--- config.mk ---
export PLATFORM = sky130hd
export DESIGN_NAME = gcd_arbiter
export DESIGN_NICKNAME = d
export VERILOG_FILES = /design/src/rtl/gcd_pkg.sv /design/src/rtl/rr_pick.sv /design/src/rtl/gcd_arbiter.sv
export SDC_FILE = /design/constraint.sdc
export NUM_CORES = 1
export LEC_CHECK = 0
export BUFFER_PORTS_ARGS = -buffer_cell sky130_fd_sc_hd__buf_4
export CORE_MARGIN = 2
export CORE_UTILIZATION = 50
export CTS_BUF_LIST = sky130_fd_sc_hd__clkbuf_8
export DETAILED_ROUTE_END_ITERATION = 10
export PLACE_DENSITY = 0.87
export SKIP_CTS_REPAIR_TIMING = 1
export SYNTH_ARGS = -nofsm -noshare
export SYNTH_HDL_FRONTEND = slang
export SYNTH_SLANG_ARGS = --single-unit
--- constraint.sdc ---
create_clock -name clk -period 3.2 [get_ports clk]
set_clock_uncertainty 0.05 [all_clocks]
set_input_delay 0.16 -clock clk [delete_from_list [all_inputs] [get_ports clk]]
set_output_delay 0.16 -clock clk [all_outputs]
set_load 0.02 [all_outputs]
--- src/rtl/gcd_pkg.sv ---
// Shared definitions for the GCD arbiter: FSM encoding and index helpers.
package gcd_pkg;

  typedef enum logic [1:0] {
    IDLE = 2'd0,
    RUN  = 2'd1,
    DONE = 2'd2
  } gcd_state_e;

  // Round-robin pointer advance with wrap for non-power-of-two requester counts.
  function automatic int wrap_inc(input int i, input int n);
    return (i + 1 >= n) ? 0 : i + 1;
  endfunction

endpackage

--- src/rtl/rr_pick.sv ---
// Round-robin winner selection: first asserted request at or after i_ptr, ascending with wrap.
module rr_pick #(
  parameter int NREQ = 4,
  parameter int IW   = $clog2(NREQ)
) (
  input  logic [NREQ-1:0] i_req,
  input  logic [IW-1:0]   i_ptr,
  output logic [NREQ-1:0] o_gnt,
  output logic [IW-1:0]   o_idx
);

  logic          w_found;
  int            w_s;
  logic [IW-1:0] w_j;

  always_comb begin
    o_gnt   = '0;
    o_idx   = '0;
    w_found = 1'b0;
    w_s     = 0;
    w_j     = '0;
    for (int k = 0; k < NREQ; k++) begin
      w_s = int'(i_ptr) + k;
      if (w_s >= NREQ) w_s = w_s - NREQ;
      w_j = IW'(w_s);
      if (!w_found && i_req[w_j]) begin
        w_found  = 1'b1;
        o_gnt[w_j] = 1'b1;
        o_idx    = w_j;
      end
    end
  end

endmodule

--- src/rtl/gcd_arbiter.sv ---
// Round-robin arbitrated subtractive GCD engine: one operand pair in flight,
// result held until the consumer takes it.
module gcd_arbiter
  import gcd_pkg::*;
#(
  parameter int NREQ = 4,
  parameter int W    = 32
) (
  input  logic                     clk,
  input  logic                     rst,
  input  logic [NREQ-1:0]          req_valid,
  output logic [NREQ-1:0]          req_ready,
  input  logic [NREQ*W-1:0]        req_a,
  input  logic [NREQ*W-1:0]        req_b,
  output logic                     rsp_valid,
  input  logic                     rsp_ready,
  output logic [$clog2(NREQ)-1:0]  rsp_id,
  output logic [W-1:0]             rsp_result,
  output logic                     busy
);

  localparam int IW = $clog2(NREQ);

  gcd_state_e    r_state, w_nxt;
  logic [IW-1:0] r_ptr, r_id, w_idx;
  logic [NREQ-1:0] w_gnt;
  logic [W-1:0]  r_x, r_y, r_res;
  logic          r_rsp_valid;
  logic          w_accept, w_term, w_hs;

  rr_pick #(.NREQ(NREQ), .IW(IW)) u_pick (
    .i_req (req_valid),
    .i_ptr (r_ptr),
    .o_gnt (w_gnt),
    .o_idx (w_idx)
  );

  assign w_accept = (r_state == IDLE) && (|w_gnt);
  assign w_term   = (r_x == r_y) || (r_x == '0) || (r_y == '0);
  assign w_hs     = r_rsp_valid && rsp_ready;

  // Grants are suppressed under reset so nothing looks accepted in that cycle.
  assign req_ready  = (r_state == IDLE && !rst) ? w_gnt : '0;
  assign rsp_valid  = r_rsp_valid;
  assign rsp_id     = r_id;
  assign rsp_result = r_res;
  assign busy       = (r_state != IDLE);

  always_comb begin
    w_nxt = r_state;
    case (r_state)
      IDLE:    if (w_accept) w_nxt = RUN;
      RUN:     if (w_term)   w_nxt = DONE;
      DONE:    if (w_hs)     w_nxt = IDLE;
      default: w_nxt = IDLE;
    endcase
  end

  always_ff @(posedge clk) begin
    if (rst) r_state <= IDLE;
    else     r_state <= w_nxt;
  end

  always_ff @(posedge clk) begin
    if (rst) begin
      r_ptr       <= '0;
      r_id        <= '0;
      r_x         <= '0;
      r_y         <= '0;
      r_res       <= '0;
      r_rsp_valid <= 1'b0;
    end else begin
      case (r_state)
        IDLE: if (w_accept) begin
          r_x   <= req_a[int'(w_idx)*W +: W];
          r_y   <= req_b[int'(w_idx)*W +: W];
          r_id  <= w_idx;
          r_ptr <= IW'(wrap_inc(int'(w_idx), NREQ));
        end
        RUN: begin
          if (w_term) begin
            r_rsp_valid <= 1'b1;
            // x==0 yields y (covers 0,0); every other terminal case yields x.
            r_res       <= (r_x == '0) ? r_y : r_x;
          end else if (r_x > r_y) begin
            r_x <= r_x - r_y;
          end else begin
            r_y <= r_y - r_x;
          end
        end
        DONE: if (w_hs) r_rsp_valid <= 1'b0;
        default: ;
      endcase
    end
  end

endmodule

After elaboration in Yosys (flattened, before gate mapping)
Cells that the tools add are included.
{ "totals": {"register_bits": 103, "elab_cells": 123} }
{ "op_classes": {"addsub": 10, "reduce_logical": 29, "bitwise_logic": 3, "shift": 2, "n_eq_ne": 9, "order_cmp": 14, "n_mux": 49} }
{ "ops": {"columns": ["op", "n"], "rows": [
  ["128-bit by 8-bit variable part select with 32-bit output", 2],
  ["32-bit 2-to-1 mux", 7],
  ["32-bit one-hot mux with 2 select lines", 2],
  ["32-bit logical NOT", 2],
  ["32-bit subtractor", 2],
  ["32-bit == test", 1],
  ["32-bit > comparator", 1],
  ["2-bit 2-to-1 mux", 12],
  ["4-bit 2-to-1 mux", 5],
  ["1-bit 2-to-1 mux", 13],
  ["3-bit greater-or-equal comparator, second input constant", 4],
  ["2-bit by 3-bit < comparator with 1-bit output, second input constant", 4],
  ["2-bit inequality test, second input constant", 6],
  ["4-bit bitwise OR", 3],
  ["1-bit logical AND", 10],
  ["1-bit binary-select mux with 2-bit select", 4],
  ["1-bit demux with 2-bit select", 4],
  ["2-bit by 1-bit greater-or-equal comparator with 1-bit output, second input constant", 4],
  ["4-bit AND reduction", 2],
  ["2-bit by 1-bit subtractor with 2-bit output, second input constant", 4],
  ["2-bit by 1-bit adder with 3-bit output, second input constant", 2],
  ["2-bit by 2-bit adder with 3-bit output, second input constant", 2],
  ["2-bit one-hot mux with 3 select lines", 1],
  ["3-bit AND reduction", 2],
  ["10 further kinds", 17]
]} }

Logic depth before layout (Yosys ltp)
Gate-level depths: netlist of run 1.
{ "depth": {"depth_word": 18, "mapped_depth": 15} }

By module
A second synthesis of run 1 with hierarchy kept.
{ "unflattened": {"cells_unflattened": 1259, "area_unflattened_um2": 10082.2} }
{ "modules_own_cells": {"columns": ["module", "cells_per_inst", "instances", "area_per_inst_um2"], "rows": [
  ["gcd_arbiter", 1211, 1, 9678.0],
  ["rr_pick", 48, 1, 404.1]
]} }

Least setup slack after synthesis of run 1
OpenSTA, ideal clock, no wires.
{ "synth_path": {"kind": "register -> register", "startpoint": "register r_ptr[1]", "endpoint": "register r_x[1]", "path_buffers": 4, "t_required_ps": 3007, "arrival_time_ps": 2815, "setup_time_ps": 143, "path_stages_with_launch": 14, "period_less_slack_ps": 3008, "path_slack_ps": 192, "cell_sequence": "dfxtp_1 > buf_2 > inv_1 > ha_1 > buf_2 > and3b_1 > a22oi_1 > o21ai_2 > o31ai_4 > clkbuf_1 > buf_1 > nand3_1 > a31oi_1 > a211oi_2"} }
{ "synth_between": {"elab_chain_cells": 18} }
{ "synth_rtl": {"columns": ["item", "line", "text"], "rows": [
  ["start, declared", "gcd_arbiter.sv:25", "logic [IW-1:0] r_ptr, r_id, w_idx;"],
  ["start signal, assigned", "gcd_arbiter.sv:78", "r_ptr <= IW'(wrap_inc(int'(w_idx), NREQ));"],
  ["branches (longest 18 deep; another with 2-bit by 1-bit adder with 3-bit output)", null, null],
  ["end signal, assigned", "gcd_arbiter.sv:75", "r_x <= req_a[int'(w_idx)*W +: W];"],
  ["end signal, assigned", "gcd_arbiter.sv:86", "r_x <= r_x - r_y;"],
  ["end, declared", "gcd_arbiter.sv:27", "logic [W-1:0] r_x, r_y, r_res;"]
]} }
Several ways; the timed one is not identified. The select of a mux whose other input is x is not followed.
A chain may end at the register's enable or synchronous reset.

Worst setup path after layout of run 1
{ "layout_path": {"startpoint": "register r_y[0]", "endpoint": "register r_x[24]"} }
{ "layout_between": {"elab_chain_cells": 5} }
{ "layout_rtl": {"columns": ["item", "line", "text"], "rows": [
  ["start, declared", "gcd_arbiter.sv:27", null],
  ["start signal, assigned", "gcd_arbiter.sv:76", "r_y <= req_b[int'(w_idx)*W +: W];"],
  ["start signal, assigned", "gcd_arbiter.sv:88", "r_y <= r_y - r_x;"],
  ["branches (longest 5 deep; another with 32-bit subtractor)", null, null]
]} }
Several ways; the timed one is not identified. The select of a mux whose other input is x is not followed.

==> results of run 1 <==
area by class of cell:
cell class	instances	share of cell area, %
Tap cell	280	2.350
Multi-Input combinational cell	1236	54.12
Clock buffer	9	0.8309
Inverter	88	2.216
Clock inverter	7	0.4112
Timing Repair Buffer	499	26.18
Sequential cell	103	13.90
how the worst min path moves through the flow:
stage | endpoint | startpoint | depth (start not counted) | slack (ps)
after floorplan | rsp_valid | rsp_ready | 3 | 300
after global placement | rsp_valid | rsp_ready | 4 | 390
after detailed placement | rsp_id[1] | rsp_id[1] | 2 | 400
after CTS | rsp_valid | rsp_ready | 4 | -50
after global routing | r_x[22] | req_a[86] | 5 | 190
final | r_x[22] | req_a[86] | 5 | 140
Yosys cell counts (all sizes together), types with 9 or more instances:
cell / n
nor3: 36
nor2: 129
buf: 62
and3: 60
nand3: 46
ha: 70
o22ai: 9
a31oi: 26
o21ai: 53
xor2: 13
clkbuf: 69
a21oi: 144
nor4: 22
xnor2: 29
a21o: 14
o21a: 14
a311oi: 49
a211oi: 146
mux2i: 9
a221oi: 16
nand2: 217
nand4: 18
dfxtp: 103
inv: 88
nor3b: 9
power breakdown:
| group | switching, uW | total (uW) | internal, uW |
|---|---|---|---|
| clock network | 582 | 886 | 304 |
| registers | 316 | 1960 | 1650 |
| logic | 9410 | 15800 | 6400 |
worst max-delay path, stage by stage, from the launching register on:
cell	delay, ps
sky130_fd_sc_hd__dfxtp_1	330
sky130_fd_sc_hd__buf_4	150
sky130_fd_sc_hd__ha_1	200
sky130_fd_sc_hd__fa_2	350
sky130_fd_sc_hd__nor2b_1	160
sky130_fd_sc_hd__o31a_1	270
sky130_fd_sc_hd__o211ai_2	140
sky130_fd_sc_hd__a21oi_2	250
sky130_fd_sc_hd__a21oi_1	140
sky130_fd_sc_hd__o311ai_4	340
sky130_fd_sc_hd__buf_12	300
sky130_fd_sc_hd__nor2_1	70
sky130_fd_sc_hd__a311oi_1	270
stage by stage:
stage          instances  hold slack [ps]  TNS, ps  util, %
3_3_place_gp        2200            388.4        0    67.16
6_report            2222            144.5        0    68.95
3_5_place_dp        2200            403.1   -282.5    67.16
2_1_floorplan       1558            296.2        0        -
4_1_cts             2216           -48.78   -888.6    68.02
5_1_grt             2222            190.7    -1076    68.95
kinds of logic after synthesis:
group | after synthesis | synth area share (%)
buffers and inverters | 219 | 8.353
AO/OA/AOI/OAI | 527 | 34.30
XOR/XNOR | 42 | 3.373
multiplexers | 16 | 1.859
adder cells (fa/ha/maj) | 72 | 8.398
flip-flops | 103 | 18.91
AND/OR/NAND/NOR | 579 | 24.80
registers in the layout (all words and copies together), names as in the netlist:
name	count
r_x	32
r_y	32
rsp_result	32
r_ptr	2
r_state	2
rsp_id	2
rsp_valid	1
per-layer routing:
layer / part of all wire [%] / GRT usage, %
met5: 0 / 0
met4: 4.1 / 15.51
met3: 12 / 9.491
met2: 44 / 63.94
met1: 40 / 57.68
==> results.env, run 1 <==
OUTCOME='complete, no violations'
POST_SYNTH_INSTANCE_AREA_UM2=10910
REGTOREGSETUPSLACK_PS=80
ANTENNA_CELLS=0
LAYOUT.CELLS.MOST_COMMON_LIST='486 x sky130_fd_sc_hd__buf_4, 215 x sky130_fd_sc_hd__nand2_1, 143 x sky130_fd_sc_hd__a21oi_1'
AREA_DELTA_SYNTH_FINAL_PCT=36.70
CRIT_PATH_MAX_FANOUT=42
WIRE_LENGTH_OF_THE_FIRST_GLOBAL_ROUTING_PASS_UM=73420
YOSYS_REGISTER_BITS=103
LAYOUT.NETS=2272
GRT.OVERFLOW.TOTAL=0
WORST_SETUP_PATH_ENDPOINT='r_x[24]'
MOSTFREQUENTLAYOUTCELL='sky130_fd_sc_hd__buf_4'
WORSTMARGINPINSLEW_PS=885.0
FINAL-MAX-SLEW-VIOLATION-COUNT=0
AVGVIACOUNTPERCELL=6.364
SYNTH.TOP_CELL.AREA_SHARE_PCT=18.91
PLACE.DETAILED.HPWL_UM=39550
MAX-CAP-VIOLATIONS=0
CLOCK-SINKS=103
POST-ROUTE-WORST-SETUP-SLACK_PS=81.01
TRITONCTS='done'
SYN_NETS=1893
MULTI_INPUT_COMB_AREA_UM2=8068
GP_CONGESTION=1.014
POST_SYNTHESIS_CELLS=1558
CRIT_TYPE='reg -> reg'
DR_TOTAL_VIAS=14140
CP_DATA_ARRIVAL_TIME_PS=3390
DIE_AREA_UM2=23010
CLK_ROOT_BUFFER_CELL='sky130_fd_sc_hd__clkbuf_8'
POSTROUTEWIRELENGTH_UM=49900
INITIAL_CORE_UTILIZATION_PCT=50.44
FINALHOLDVIOLCOUNT=0
DIE_WIDTH_UM=151.7
WL_PER_CELL_UM=22.46
INSERTION_DELAY_PS=420
DRTANTENNAVIOLNETS=0
ANTENNA_FOUND_INITIAL=0
ROW_COUNT=54
FINAL-SETUP-VIOL-COUNT=0
FINAL_CELL_AREA_UM2=14910
WORSTSETUPSTARTPOINTTYPE='flip-flop'
DESIGN_POWER_TOTAL_uW=18660
DIE_Y_UM=151.7
LEAKAGE_uW=0.006685
GRT_SETUP_UNREPAIRED='yes'
PLACEMENT.CELL_AREA_UM2=14520
SYNTH-SEQ-AREA-SHARE_PCT=18.91
NETLIST-CELL-TYPE-COUNT=83
IOS=303
DRC=0
DRT-PASS1-ITER-COUNT=6
VDD_IR_DROP_MAX_mV=0.6177
WORST-ENDPOINT-REQUIRED_PS=3470
SYNTH-EDFF-COUNT=0
TIMING.SLEW.HEADROOM_PCT=41.00
SYNTHARSTFLOPSHARE_PCT=0
CORE_UM2=21620
REG2REG_END='r_x[24]'
SYNTHFLOPTYPE='sky130_fd_sc_hd__dfxtp_1'
FINAL.MIN_CLOCK_PERIOD_PS=3119
SYNTHESIS_WARNINGS=0
POST_SYNTH_MAIN_AREA_CONTRIBUTORS='sky130_fd_sc_hd__dfxtp_1 19%, sky130_fd_sc_hd__a211oi_1 8.8%, sky130_fd_sc_hd__ha_1 8.0%'
FMAX_MHz=320.6
POWER-PER-CELL-AREA_nW_PER_UM2=1252
WORSTHOLDPATHTYPE='in -> reg'
POST-SYNTH-TOP-AREA-CELL='sky130_fd_sc_hd__dfxtp_1'
GR-USAGE-ALL-LAYERS_PCT=41.92
LEVEL_COUNT_OF_THE_CLOCK_H_TREE=3
PRECTSSETUPSLACK_PS=-82.12
RR_STARTPOINT='r_y[0]'
CTS.CLK_SLEW.WORST_PATHS_PS=120
SEQCELLAREA_UM2=2072
FILLER_CELLS=1850
FINAL.PERIOD_UTILIZATION_PCT=97.47
LAYOUT-DRIVE-GT1-SHARE_PCT=30.59
CTS_MAX_PATH_BUFFERS=2
GRT_START_MAX_NET_PINS=69
VIA_COUNT_OF_THE_FIRST_GLOBAL_ROUTING_PASS=12944
IO_BUFFERS=302
SYNTH_AREA_PER_CELL_UM2=7.000
CTS_MADE_BUFFERS=9
TIMING.REG2REG.WORST_PATH_DEPTH=12
TIMING.CRITICAL_PATH.TO_TYPE='flip-flop'
DETAILEDROUTE.FIRSTITERATIONVIOLATIONS=1630
WORST_SETUP_PATH_STARTPOINT='r_y[0]'
Note: power is estimated with default switching activity, not from simulation.
==> inputs of run 2 (changes only) <==
CORE_ASPECT_RATIO = 1.2   (was default)
==> run 2 against run 1 <==
The run now ends with negative hold slack left. Non-clock buffer count up 20. Die area about the same. Critical path depth unchanged. Critical endpoint is now r_y[13]. Via count up 3.1%. Fmax down 2.0%. Hold slack worse by 180 ps. Critical path type unchanged. Design area up 2.0%.
==> results.env, run 2 (same netlist as run 1, synthesis figures left out) <==
DIE_Y_UM=165.8  # +9.3%
REG2REG_END='r_y[13]'
INSERTION_DELAY_PS=420  # about the same
WORST-ENDPOINT-REQUIRED_PS=3480  # about the same
WORST_HOLD_PATH.NUM_CELLS=4  # -1
DIE_AREA_UM2=23010  # about the same
WIRE_LENGTH_OF_THE_FIRST_GLOBAL_ROUTING_PASS_UM=79160  # +7.8%
DESIGN_POWER_TOTAL_uW=19600  # +5.0%
LAYOUT.CELLS.MOST_COMMON_LIST='500 x sky130_fd_sc_hd__buf_4, 215 x sky130_fd_sc_hd__nand2_1, 143 x sky130_fd_sc_hd__a21oi_1'
COMB_POWER_SHARE_PCT=85.6  # +0.9 points
CTS.CLK_SLEW.WORST_PATHS_PS=120  # about the same
LAYOUT-DRIVE-GT1-SHARE_PCT=31.24  # +0.66 points
TIMING.CRITICAL_PATH.TO_TYPE='flip-flop'
CLK_ROOT_BUFFER_CELL='sky130_fd_sc_hd__clkbuf_8'
LEAKAGE_uW=0.006829  # +2.1%
FIN_UTIL_PCT=70.52  # +1.6 points
INTERNAL_POWER_uW=8794  # +5.2%
FINAL-MAX-SLEW-VIOLATION-COUNT=0  # unchanged
SEQPWRFRAC_PCT=9.9  # -0.6 points
DRC=0  # unchanged
IOS=303  # unchanged
TIMING.SLEW.HEADROOM_PCT=26.77  # -14 points
FINAL.PERIOD_UTILIZATION_PCT=99.47  # +2.0 points
FINAL.MIN_CLOCK_PERIOD_PS=3183  # +64.15 ps
DR_TOTAL_VIAS=14583  # +3.1%
OUTCOME='finished with violations'
DRT-PASS1-ITER-COUNT=6  # unchanged
PLACE.DETAILED.HPWL_UM=42220  # +6.7%
WORSTMARGINPINSLEW_PS=1088  # +203.4 ps
HOLD-PATH-ENDPOINT='rsp_valid'
ANTENNA_CELLS=0  # unchanged
POSTROUTEWIRELENGTH_UM=53670  # +7.5%
WORST_CASE_HOLD_SLACK_PS=-37.24  # -181.7 ps
CTS_MADE_BUFFERS=9  # unchanged
RR_STARTPOINT='r_ptr[1]'
VIOLATIONS_IN_THE_FINAL_REPORTS='negative hold slack'
CLOCK-SINKS=103  # unchanged
GR-USAGE-ALL-LAYERS_PCT=44.05  # +2.1 points
MOSTFREQUENTLAYOUTCELL='sky130_fd_sc_hd__buf_4'
CORE_UM2=21560  # -0.30%
CTS_MAX_PATH_BUFFERS=2  # unchanged
FINALHOLDVIOLCOUNT=1  # +1
VDD_IR_DROP_MAX_mV=0.8533  # +38%
IO_BUFFERS=302  # unchanged
MAX-CAP-VIOLATIONS=0  # unchanged
WORSTSETUPSTARTPOINTTYPE='flip-flop'
AVGVIACOUNTPERCELL=6.522  # +2.5%
TRITONCTS='done'
CRITICAL_HOLD_PATH_STARTPOINT='rsp_ready'
ROW_COUNT=59  # +9.3%
INITIAL_CORE_UTILIZATION_PCT=50.59  # +0.15 points
SWITCHING_SHARE_PCT=55.13  # -0.10 points
NETSWITCHINGPOWER_uW=10800  # +4.8%
WORSTHOLDPATHTYPE='in -> reg'
VIA_COUNT_OF_THE_FIRST_GLOBAL_ROUTING_PASS=13578  # +4.9%
DIE_WIDTH_UM=138.8  # -8.5%
REGTOREGSETUPSLACK_PS=20  # -60 ps
TIMING.REG2REG.WORST_PATH_DEPTH=12  # unchanged
LAYOUT.NETS=2292  # +0.88%
GRT_START_MAX_NET_PINS=84  # +22%
FMAX_MHz=314.2  # -2.0%
CP_DATA_ARRIVAL_TIME_PS=3470  # +80 ps
CRIT_TYPE='reg -> reg'
DRTANTENNAVIOLNETS=0  # unchanged
WL_PER_CELL_UM=24.00  # +6.9%
DETAILEDROUTE.FIRSTITERATIONVIOLATIONS=1956  # +20%
POWER-PER-CELL-AREA_nW_PER_UM2=1289  # +3.0%
CRIT_PATH_MAX_FANOUT=28  # -33%
POWER_FRAC_CLOCK_PCT=4.5  # -0.2 points
ANTENNA_FOUND_INITIAL=0  # unchanged
FINAL-SETUP-VIOL-COUNT=0  # unchanged
LEVEL_COUNT_OF_THE_CLOCK_H_TREE=3  # unchanged
GRT_SETUP_UNREPAIRED='yes'
GP_CONGESTION=1.077  # +6.3%
AREA_DELTA_SYNTH_FINAL_PCT=39.39
GRT.OVERFLOW.TOTAL=0  # unchanged
-- run 2: critical path, cell delays in order (launching register included) --
cell and delay (ps):
sky130_fd_sc_hd__dfxtp_1 350, sky130_fd_sc_hd__inv_1 100, sky130_fd_sc_hd__ha_4 350, sky130_fd_sc_hd__nor2b_1 90, sky130_fd_sc_hd__a21boi_1 260, sky130_fd_sc_hd__a2bb2oi_4 240, sky130_fd_sc_hd__nand2_4 170, sky130_fd_sc_hd__inv_2 190
sky130_fd_sc_hd__buf_12 200, sky130_fd_sc_hd__nand2_1 80, sky130_fd_sc_hd__a311oi_1 640, sky130_fd_sc_hd__a21oi_1 90, sky130_fd_sc_hd__a211oi_1 260
-- run 2: per-layer routing --
| layer | part of all wire (%) | routed length (um) | vias to the layer above | global-route usage, % |
|---|---|---|---|---|
| met5 | 0 | 0 | - | 0 |
| met4 | 5.4 | 2907 | 0 | 19.76 |
| met3 | 11 | 5945 | 208 | 9.227 |
| met2 | 45 | 23920 | 1046 | 68.94 |
| met1 | 39 | 20890 | 6803 | 58.49 |
| li1 | - | - | 6526 | - |
-- run 2: area by class of cell --
class / instances / area (um2)
Tap cell: 274 / 342.8
Fill cell: 1840 / 6355
Clock buffer: 10 / 137.6
Timing Repair Buffer: 519 / 4113
Sequential cell: 103 / 2063
Inverter: 88 / 330.3
Multi-Input combinational cell: 1236 / 8162
Clock inverter: 6 / 52.55
-- run 2: worst max-delay path by stage --
stage                  start      end  cells after the start
floorplan           r_ptr[1]   r_x[1]                     13
global placement    r_ptr[1]   r_x[5]                     11
detailed placement  r_ptr[1]   r_x[5]                     11
CTS                 r_ptr[1]   r_x[5]                     11
global route        r_ptr[1]   r_x[5]                     12
finish              r_ptr[1]  r_y[13]                     12
-- run 2: stage by stage --
step           instance area [um2]  cells  TNS [ps]  setup WS, ps
5_1_grt                      15200   2236    -63.60        -53.14
2_1_floorplan                10910   1558         0         192.0
6_report                     15200   2236         0         16.86
3_5_place_dp                 14730   2214     -3095        -659.4
4_1_cts                      14920   2230     -4196        -691.4
3_3_place_gp                 14730   2214     -1950        -623.4
-- run 2: power by group through the flow --
stage | Sequential (uW) | Clock (uW) | Combinational, uW
floorplan | 1980 | 0 | 9030
global placement | 1930 | 0 | 15500
detailed placement | 1940 | 0 | 15600
CTS | 1910 | 880 | 15700
global route | 1960 | 921 | 17700
finish | 1940 | 885 | 16800
